### src/rtl/fuzz_seq_pkg.sv
// Shared types and status codes for the fuzz round sequencer.
package fuzz_seq_pkg;

    typedef enum logic [2:0] {
        HOLD   = 3'd0,
        RUN    = 3'd1,
        IRQ    = 3'd2,
        REPORT = 3'd3,
        RELOAD = 3'd4
    } state_t;

    localparam logic [1:0] ST_PASS    = 2'b00;
    localparam logic [1:0] ST_STALL   = 2'b01;
    localparam logic [1:0] ST_TIMEOUT = 2'b10;

endpackage

### src/rtl/cov_stall_watchdog.sv
// Tracks the last coverage sum and counts cycles without change (saturating).
module cov_stall_watchdog #(
    parameter int COV_W = 30,
    parameter int LIMIT = 1000
) (
    input  logic             clock,
    input  logic             reset,
    input  logic             clr,
    input  logic             en,
    input  logic [COV_W-1:0] cov,
    output logic             changed,
    output logic             expired
);
    localparam int CW = $clog2(LIMIT) + 1;
    localparam logic [CW-1:0] LAST = CW'(LIMIT - 1);

    logic [CW-1:0]    cnt;
    logic [COV_W-1:0] pre_cov;

    assign changed = (cov != pre_cov);
    // Fires on the LIMIT-th consecutive cycle with no coverage change.
    assign expired = !changed && (cnt == LAST);

    always_ff @(posedge clock) begin
        if (!reset) begin
            cnt     <= '0;
            pre_cov <= '0;
        end else if (clr) begin
            cnt     <= '0;
            pre_cov <= cov;
        end else if (en) begin
            if (changed) begin
                cnt     <= '0;
                pre_cov <= cov;
            end else if (cnt != '1) begin
                cnt <= cnt + 1'b1;
            end
        end
    end

endmodule

### src/rtl/fuzz_round_sequencer.sv
// Sequences one fuzzing round: DUT reset, run/stall monitoring with msip
// injection, round report and host reload handshake.
module fuzz_round_sequencer
    import fuzz_seq_pkg::*;
#(
    parameter int COV_W       = 30,
    parameter int STALL_LIMIT = 1000,
    parameter int IRQ_LIMIT   = 1000,
    parameter int RST_HOLD    = 4,
    parameter int CNT_W       = 64
) (
    input  logic             clock,
    input  logic             reset,
    input  logic [COV_W-1:0] cov,
    input  logic [63:0]      tohost,
    input  logic [CNT_W-1:0] max_cycles,
    output logic             dut_reset,
    output logic             irq_out,
    output logic             reload_req,
    input  logic             reload_ack,
    output logic             round_done,
    output logic [1:0]       round_status,
    output logic [31:0]      round_count
);
    localparam int ICW = $clog2(IRQ_LIMIT) + 1;
    localparam int HCW = $clog2(RST_HOLD) + 1;
    localparam logic [ICW-1:0] IRQ_LAST  = ICW'(IRQ_LIMIT - 1);
    localparam logic [HCW-1:0] HOLD_LAST = HCW'(RST_HOLD - 1);

    state_t           state, state_nx;
    logic [1:0]       status_nx;
    logic [CNT_W-1:0] budget, cyc_cnt;
    logic [ICW-1:0]   irq_cnt;
    logic [HCW-1:0]   hold_cnt;
    logic             cov_changed, stall_expired;
    logic             budget_hit, irq_expired, active;
    logic             dut_reset_nx, irq_nx, done_nx, reload_nx;
    logic             unused_tohost;

    assign unused_tohost = ^tohost[63:1];
    assign active        = (state == RUN) || (state == IRQ);
    assign budget_hit    = (budget != '0) && ((cyc_cnt + CNT_W'(1)) == budget);
    assign irq_expired   = !cov_changed && (irq_cnt == IRQ_LAST);

    cov_stall_watchdog #(
        .COV_W (COV_W),
        .LIMIT (STALL_LIMIT)
    ) u_stall (
        .clock   (clock),
        .reset   (reset),
        .clr     (state == HOLD),
        .en      (active),
        .cov     (cov),
        .changed (cov_changed),
        .expired (stall_expired)
    );

    // State and registered outputs; outputs follow the state being entered.
    always_ff @(posedge clock) begin
        if (!reset) begin
            state        <= HOLD;
            dut_reset    <= 1'b1;
            irq_out      <= 1'b0;
            reload_req   <= 1'b0;
            round_done   <= 1'b0;
            round_status <= ST_PASS;
            round_count  <= '0;
        end else begin
            state      <= state_nx;
            dut_reset  <= dut_reset_nx;
            irq_out    <= irq_nx;
            reload_req <= reload_nx;
            round_done <= done_nx;
            if (done_nx) begin
                round_status <= status_nx;
                round_count  <= round_count + 1'b1;
            end
        end
    end

    always_comb begin
        state_nx  = state;
        status_nx = round_status;
        case (state)
            HOLD: if (hold_cnt == HOLD_LAST) state_nx = RUN;
            RUN, IRQ: begin
                if (tohost[0]) begin
                    state_nx  = REPORT;
                    status_nx = ST_PASS;
                end else if (budget_hit) begin
                    state_nx  = REPORT;
                    status_nx = ST_TIMEOUT;
                end else if (state == RUN && stall_expired) begin
                    state_nx = IRQ;
                end else if (state == IRQ && cov_changed) begin
                    state_nx = RUN;
                end else if (state == IRQ && irq_expired) begin
                    state_nx  = REPORT;
                    status_nx = ST_STALL;
                end
            end
            REPORT: state_nx = RELOAD;
            RELOAD: if (reload_ack) state_nx = HOLD;
            default: state_nx = HOLD;
        endcase
    end

    always_comb begin
        dut_reset_nx = !((state_nx == RUN) || (state_nx == IRQ));
        irq_nx       = (state_nx == IRQ);
        done_nx      = (state_nx == REPORT);
        reload_nx    = (state_nx == RELOAD);
    end

    always_ff @(posedge clock) begin
        if (!reset) begin
            hold_cnt <= '0;
            cyc_cnt  <= '0;
            irq_cnt  <= '0;
            budget   <= '0;
        end else begin
            hold_cnt <= (state == HOLD && hold_cnt != HOLD_LAST) ? hold_cnt + 1'b1 : '0;
            if (state == HOLD) begin
                budget  <= max_cycles;
                cyc_cnt <= '0;
            end else if (active && cyc_cnt != '1) begin
                cyc_cnt <= cyc_cnt + 1'b1;
            end
            // IRQ dwell restarts every time IRQ is entered.
            if (state != IRQ)        irq_cnt <= '0;
            else if (irq_cnt != '1)  irq_cnt <= irq_cnt + 1'b1;
        end
    end

endmodule

### config.mk
export PLATFORM = sky130hd
export DESIGN_NAME = fuzz_round_sequencer
export DESIGN_NICKNAME = d
export VERILOG_FILES = /design/src/rtl/fuzz_seq_pkg.sv /design/src/rtl/cov_stall_watchdog.sv /design/src/rtl/fuzz_round_sequencer.sv
export SDC_FILE = /design/constraint.sdc
export NUM_CORES = 1
export LEC_CHECK = 0
export CORE_AREA = 2 2 228 230
export DETAILED_ROUTE_END_ITERATION = 10
export DIE_AREA = 0 0 230 232
export PLACE_DENSITY = 0.48
export SLEW_MARGIN = 20
export SYNTH_ARGS = -nofsm -noshare
export SYNTH_HDL_FRONTEND = slang
export SYNTH_HIERARCHICAL = 1
export SYNTH_SLANG_ARGS = --single-unit
### constraint.sdc
create_clock -name clock -period 6.35 [get_ports clock]
set_input_delay 1.27 -clock clock [delete_from_list [all_inputs] [get_ports clock]]
set_output_delay 1.27 -clock clock [all_outputs]
set_load 0.01 [all_outputs]
* Word-level counts from Yosys, hierarchy flattened
Index checks and enable logic that the tools add are counted.
** Word-level totals
- Bits in registers :: 224
- Output and inout bits :: 38
- Input bits :: 161
- Word-level logic and storage cells :: 82
** Operators by class
- Reduce and logical (&&, ||, !) cells :: 25
- Muxes and demuxes :: 18
- Add/subtract/negate cells :: 5
- Equality and inequality tests :: 20
- Bitwise operators :: 1
** Operators with widths (number)
- two-way mux 30 bit :: 3
- adder 64 x 1 -> 64 bit, second input constant :: 1
- == test 64 bit :: 1
- != test 64 bit, second input constant :: 1
- nonzero test 64 bit :: 1
- adder 32 x 1 -> 32 bit, second input constant :: 1
- != test 30 bit :: 1
- adder 11 x 1 -> 11 bit, second input constant :: 2
- == test 11 x 10 -> 1 bit, second input constant :: 2
- two-way mux 11 bit :: 2
- != test 11 bit, second input constant :: 2
- two-way mux 3 bit :: 7
- == test 3 x 2 -> 1 bit, second input constant :: 5
- one-hot mux 3 bit (4 select lines) :: 1
- two-way mux 2 bit :: 5
- logical AND 1 bit :: 8
- == test 3 x 1 -> 1 bit, second input constant :: 2
- == test 3 bit, second input constant :: 2
- != test 3 x 2 -> 1 bit, second input constant :: 2
- != test 3 bit, second input constant :: 2
- AND reduction 2 bit :: 3
- nonzero test 2 bit :: 3
- OR reduction 2 bit :: 3
- AND reduction 5 bit :: 1
- 6 further kinds :: 8

* Depth between registers and ports, before layout
- Depth after elaboration :: 13
- Depth in mapped cells :: 13
- Mapped depth without buffers :: 12

* Hierarchy
The synthesis kept the hierarchy.
** Modules (own cells, without submodules)
- fuzz_round_sequencer :: cells an instance 1372, sequential area each 3663.5 µm², instances 1, area each 10610.2 µm²
- cov_stall_watchdog :: cells an instance 242, sequential area each 820.8 µm², instances 1, area each 1999.4 µm²

* Worst setup path after synthesis
OpenSTA, ideal clock, no wires.
- Path kind :: register to register
- Start :: register cyc_cnt[0]
- End :: register round_count[16]
- Required time :: 6.278 ns
- Library setup time :: 0.072 ns
- Arrival time :: 4.386 ns
- Path buffers :: 1
- Path slack :: 1.892 ns
- Clock period less this slack :: 4.458 ns
- Cell stages (with the launch flop) :: 13
- Path through :: dfxtp_1 ha_1 nand3_2 or4_4 or4b_1 a22o_1 a2111o_1 or4_1 or4_1 o31a_1 buf_6 a2111oi_2 mux2i_1
** Between the ends
- Cells in the longest elaborated chain, start to end :: 7
** RTL lines
- start: declaration :: line fuzz_round_sequencer.sv:32 : logic [CNT_W-1:0] budget, cyc_cnt;
- start signal: assignment :: line fuzz_round_sequencer.sv:127 : cyc_cnt <= cyc_cnt + 1'b1;
- adder 64 x 1 -> 64 bit :: line fuzz_round_sequencer.sv:42 : assign budget_hit = (budget != '0) && ((cyc_cnt + CNT_W'(1)) == budget);
- == test 64 bit :: line fuzz_round_sequencer.sv:42
- logical AND 1 bit :: line fuzz_round_sequencer.sv:42
- two-way mux 3 bit :: line fuzz_round_sequencer.sv:90 : end else if (budget_hit) begin
- two-way mux 3 bit :: line fuzz_round_sequencer.sv:87 : if (tohost[0]) begin
- one-hot mux 3 bit (4 select lines) :: line fuzz_round_sequencer.sv:84 : case (state)
- == test 3 x 2 -> 1 bit :: line fuzz_round_sequencer.sv:111 : done_nx = (state_nx == REPORT);
- end signal: assignment :: line fuzz_round_sequencer.sv:76 : round_count <= round_count + 1'b1;
- end: declaration :: line fuzz_round_sequencer.sv:23 : output logic [31:0] round_count
Every way passes these cells.
A chain may end at the register's enable or synchronous reset.

* Worst setup path after layout
- Start :: register cyc_cnt[0]
- End :: register round_count[24]
Same word-level chain as after synthesis.

==> qor_table.md <==
| Stage | Quantity | This run |
|---|---|---|
| logic synthesis | Sequential fraction of the synthesis area | 35.6% |
| clock network | Clock transition at path regs | 60 ps |
| timing | Slew at the pin with the worst max-slew slack | 956 ps |
| global route | Antenna violations before repair | 2 |
| logic synthesis | Portion of synthesized cell area occupied by the leading cell type | 35.6% |
| global route | GRT Resource Usage Total | 15.4% |
| setup path | CP Cell Sequence | ha_1 -> nand3_2 -> or4_4 -> or4b_1 -> a22o_1 -> a2111o_1 -> or4_1 -> or4_1 -> o31a_1 -> buf_4 -> a2111oi_2 -> mux2i_1 |
| setup path | Data required time at the worst endpoint | 6820 ps |
| power and ir drop | Pwr/cell area | 224 mW/mm2 |
| drt | Number of DRC markers after the initial detailed-route iteration | 715 |
| clock network | Root buf cell | sky130_fd_sc_hd__clkbuf_16 |
| die | Number of top-level pins | 199 |
| clock network | Number of buffers created by CTS | 26 |
| timing | Post-Route Skew | 19.7 ps |
| layout | Net count of the finished layout | 1867 |
| layout | Storage cell area | 0.00448 mm2 |
| drt | Average detailed-routed wire length per instance | 17.6 um |
| power and ir drop | Static leakage power | 5.00 nW |
| die | Starting utilization of the core area | 24.8% |
| place | Buffers added on ports | 135 |
| logic synthesis | Largest area contributor in the synthesized netlist | sky130_fd_sc_hd__dfxtp_1 |
| layout | Inserted Diodes | 0 |
| layout | Leading cell types in the layout, fill and taps excluded | sky130_fd_sc_hd__nand2_1 (274), sky130_fd_sc_hd__dfxtp_1 (224), sky130_fd_sc_hd__nor2_1 (137) |
| logic synthesis | Post-synthesis instance area | 0.0126 mm2 |
| power and ir drop | Switching share of power | 24.1% |
| logic synthesis | Number of synthesized register bits | 224 |
| logic synthesis | Async SR Flop Fraction | 0% |
| clock network | Count of H-tree levels built during CTS | 1 |
| drt | Via-to-Cell Ratio | 4.90 |
| logic synthesis | Top cells by area, synth | sky130_fd_sc_hd__dfxtp_1 (36%), sky130_fd_sc_hd__nand2_1 (8.2%), sky130_fd_sc_hd__xnor2_1 (6.9%) |
| timing | Total count of hold-check failures in the final report | 0 |
| power and ir drop | Logic pwr share | 9.7% |
| timing | RSZ-0062 raised after global routing | false |
| die | Die Area | 0.0534 mm2 |
| die | Number of cell rows | 83 |
| drt | Final WL | 42100 um |
| layout | Most common cell after layout, fill and taps aside | sky130_fd_sc_hd__nand2_1 |
| logic synthesis | Number of enable-type register cells in the synthesized netlist | 0 |
| timing | Tmin final | 5270 ps |
| drt | Post-detailed-route count of antenna-violating nets | 0 |
| setup path | Most common cell type on the critical path | sky130_fd_sc_hd__or4_1 |
| clock network | Later-pin clock latency in the skew report | 550 ps |
| timing | Maximum achievable frequency | 190 MHz |
| timing | Smallest hold slack | 420 ps |
| clock network | Buffer levels on the longest clock path | 3 |
| die | Die height | 232 um |
| logic synthesis | Number of warning messages in the yosys log | 6 |
| timing | Share of the cycle needed by the critical path after routing | 82.9% |
| timing | Final count of negative-setup-slack endpoints | 0 |
| setup path | Delay contributed by the slowest stage of the critical path | 660 ps |
| outcome | Status | finished clean |
| power and ir drop | Internal power contribution | 2.64 mW |
| setup path | Launching element type of the critical path | flop |
| die | Area inside the core boundary | 0.0509 mm2 |
| timing | Fin. max-slew vios | 0 |
| worst hold path | Worst hold path class | reg -> reg |
| clock network | TritonCTS clock tree | yes |
| setup path | Critical Path Fanout Max | 22 |
| place | Hpwl dp | 31500 um |
| clock network | Hold-fix buffers at CTS | 0 |
| logic synthesis | Total nets after synthesis | 1781 |
| power and ir drop | VDD IR-drop max | 0.000195 V |
| timing | Setup Total Neg Slack | 0 ps |
| logic synthesis | Post-synth cell types | 75 |
| logic synthesis | Average cell area after synthesis | 7.81 um2 |
| clock network | PostCTS Resize Cnt | 0 |
| layout | Number of fill cells in the layout | 5539 |
| die | Floorplan die width | 230 um |
| drt | First-pass DRT Iterations | 5 |
| global route | Largest net degree at the start of global routing | 72 |
| global route | Global-route wire length before repair | 65200 um |
| setup path | Nature of the critical path endpoint | flop |
| power and ir drop | Share of power burned in the clock network | 46.8% |
| layout | Share of layout cells above drive strength 1 | 5.42% |
| setup path | Critical path arrival | 5740 ps |
| drt | Remaining routing DRC violations | 0 |
| power and ir drop | P_sw | 0.837 mW |
| global route | Via count of the first global-routing pass | 11400 |
| place | Final weighted congestion in routability-driven placement | 0.943 |
| run | Number of max-capacitance violations reported | 0 |
| drt | Via count | 11700 |
| setup path | Worst setup path class | reg -> reg |
| logic synthesis | Main flop type after synthesis | sky130_fd_sc_hd__dfxtp_1 |
| logic synthesis | Post-Synthesis Cells | 1614 |
| global route | Total overflow reported by the global router | 0 |
| layout | Multi-input combinational cell area | 0.00764 mm2 |
| clock network | Number of clock sinks | 224 |
| layout | Synthesis-to-finish area growth | 22.9% |
| power and ir drop | Share of power burned in registers | 43.5% |
| setup path | Slowest CP cell | sky130_fd_sc_hd__or4_1 |
| clock network | Number of setup buffers added after CTS | 0 |
| timing | Headroom to the max-slew limit | 36.2% |
[worst max-delay path, delay by kind of cell (launching register included)]
kind | cells | cell delay [ps]
flip-flops | 1 | 440
AND/OR/NAND/NOR | 5 | 2510
multiplexers | 1 | 220
buffers and inverters | 1 | 300
adder cells (fa/ha/maj) | 1 | 270
AO/OA/AOI/OAI | 4 | 1440
[logic make-up (layout without fill, tap and decap cells)]
kind of cell	Yosys count	in the layout	synth area share [%]
compound gates	218	218	11.2
xor+xnor	197	197	13.8
fa+ha+maj	6	6	0.595
buf+inv	120	221	3.86
flops	224	224	35.6
mux	39	39	3.10
simple gates	810	810	31.9
[flip-flops by register name, summed over array words and instances, names as in the netlist, 2 cells and up]
name,cells
round_count,32
irq_cnt,11
round_status,2
u_stall/pre_cov,30
hold_cnt,3
budget,64
state,3
cyc_cnt,64
u_stall/cnt,11
[stage by stage]
stage / utilization (%) / power [mW] / area (um2) / std cells / setup slack, ps
2_1_floorplan: - / 1.72 / 12600 / 1614 / 1890
3_3_place_gp: 28.6 / 1.88 / 14600 / 2352 / 1150
3_5_place_dp: 28.6 / 1.88 / 14600 / 2352 / 1140
4_1_cts: 30.4 / 3.54 / 15500 / 2395 / 1100
5_1_grt: 30.4 / 3.62 / 15500 / 2395 / 817
6_report: 30.4 / 3.47 / 15500 / 2395 / 1080
[worst paths after layout]
path | from | to | slack, ps | cells past startpoint
worst min-delay path | hold_cnt[0] | hold_cnt[0] | 420 | 1
worst min register to register | hold_cnt[0] | hold_cnt[0] | 420 | 1
worst max-delay path | cyc_cnt[0] | round_count[24] | 1080 | 12
worst max register to register | cyc_cnt[0] | round_count[24] | 1080 | 12
[synth_stat cells, types with 24 or more instances]
cell                       count
sky130_fd_sc_hd__a211oi_1     24
sky130_fd_sc_hd__a21oi_1      90
sky130_fd_sc_hd__clkbuf_1     79
sky130_fd_sc_hd__dfxtp_1     224
sky130_fd_sc_hd__mux2i_1      39
sky130_fd_sc_hd__nand2_1     276
sky130_fd_sc_hd__nand2b_1     38
sky130_fd_sc_hd__nand3_1      94
sky130_fd_sc_hd__nand4_1      70
sky130_fd_sc_hd__nor2_1      137
sky130_fd_sc_hd__nor3_1       32
sky130_fd_sc_hd__nor4_1       54
sky130_fd_sc_hd__o21ai_0      41
sky130_fd_sc_hd__xnor2_1     100
sky130_fd_sc_hd__xor2_1       96
[per-layer routing]
layer	global-route usage (%)	up-vias	wire (um)
met2	25.8	301	19600
li1	-	5827	-
met3	2.63	81	2100
met1	19.4	5527	18700
met5	0	-	27
met4	6.61	4	1710
[area by class of cell]
class	count	area share [%]
clock buffer	37	4.93
multi-input combinational	1270	49.3
timing repair buffer	157	9.77
inverter	21	0.509
clock inverter	6	1.02
sequential	224	28.9
tap	680	5.49
[power by group through the flow]
| stage | combinational (mW) | sequential, mW | clock [mW] |
|---|---|---|---|
| after floorplan | 0.209 | 1.52 | 0 |
| after global placement | 0.337 | 1.54 | 0 |
| after detailed placement | 0.340 | 1.54 | 0 |
| after CTS | 0.342 | 1.51 | 1.69 |
| after global routing | 0.373 | 1.51 | 1.74 |
| final | 0.337 | 1.51 | 1.63 |
Power figures use the tool's default switching activity.
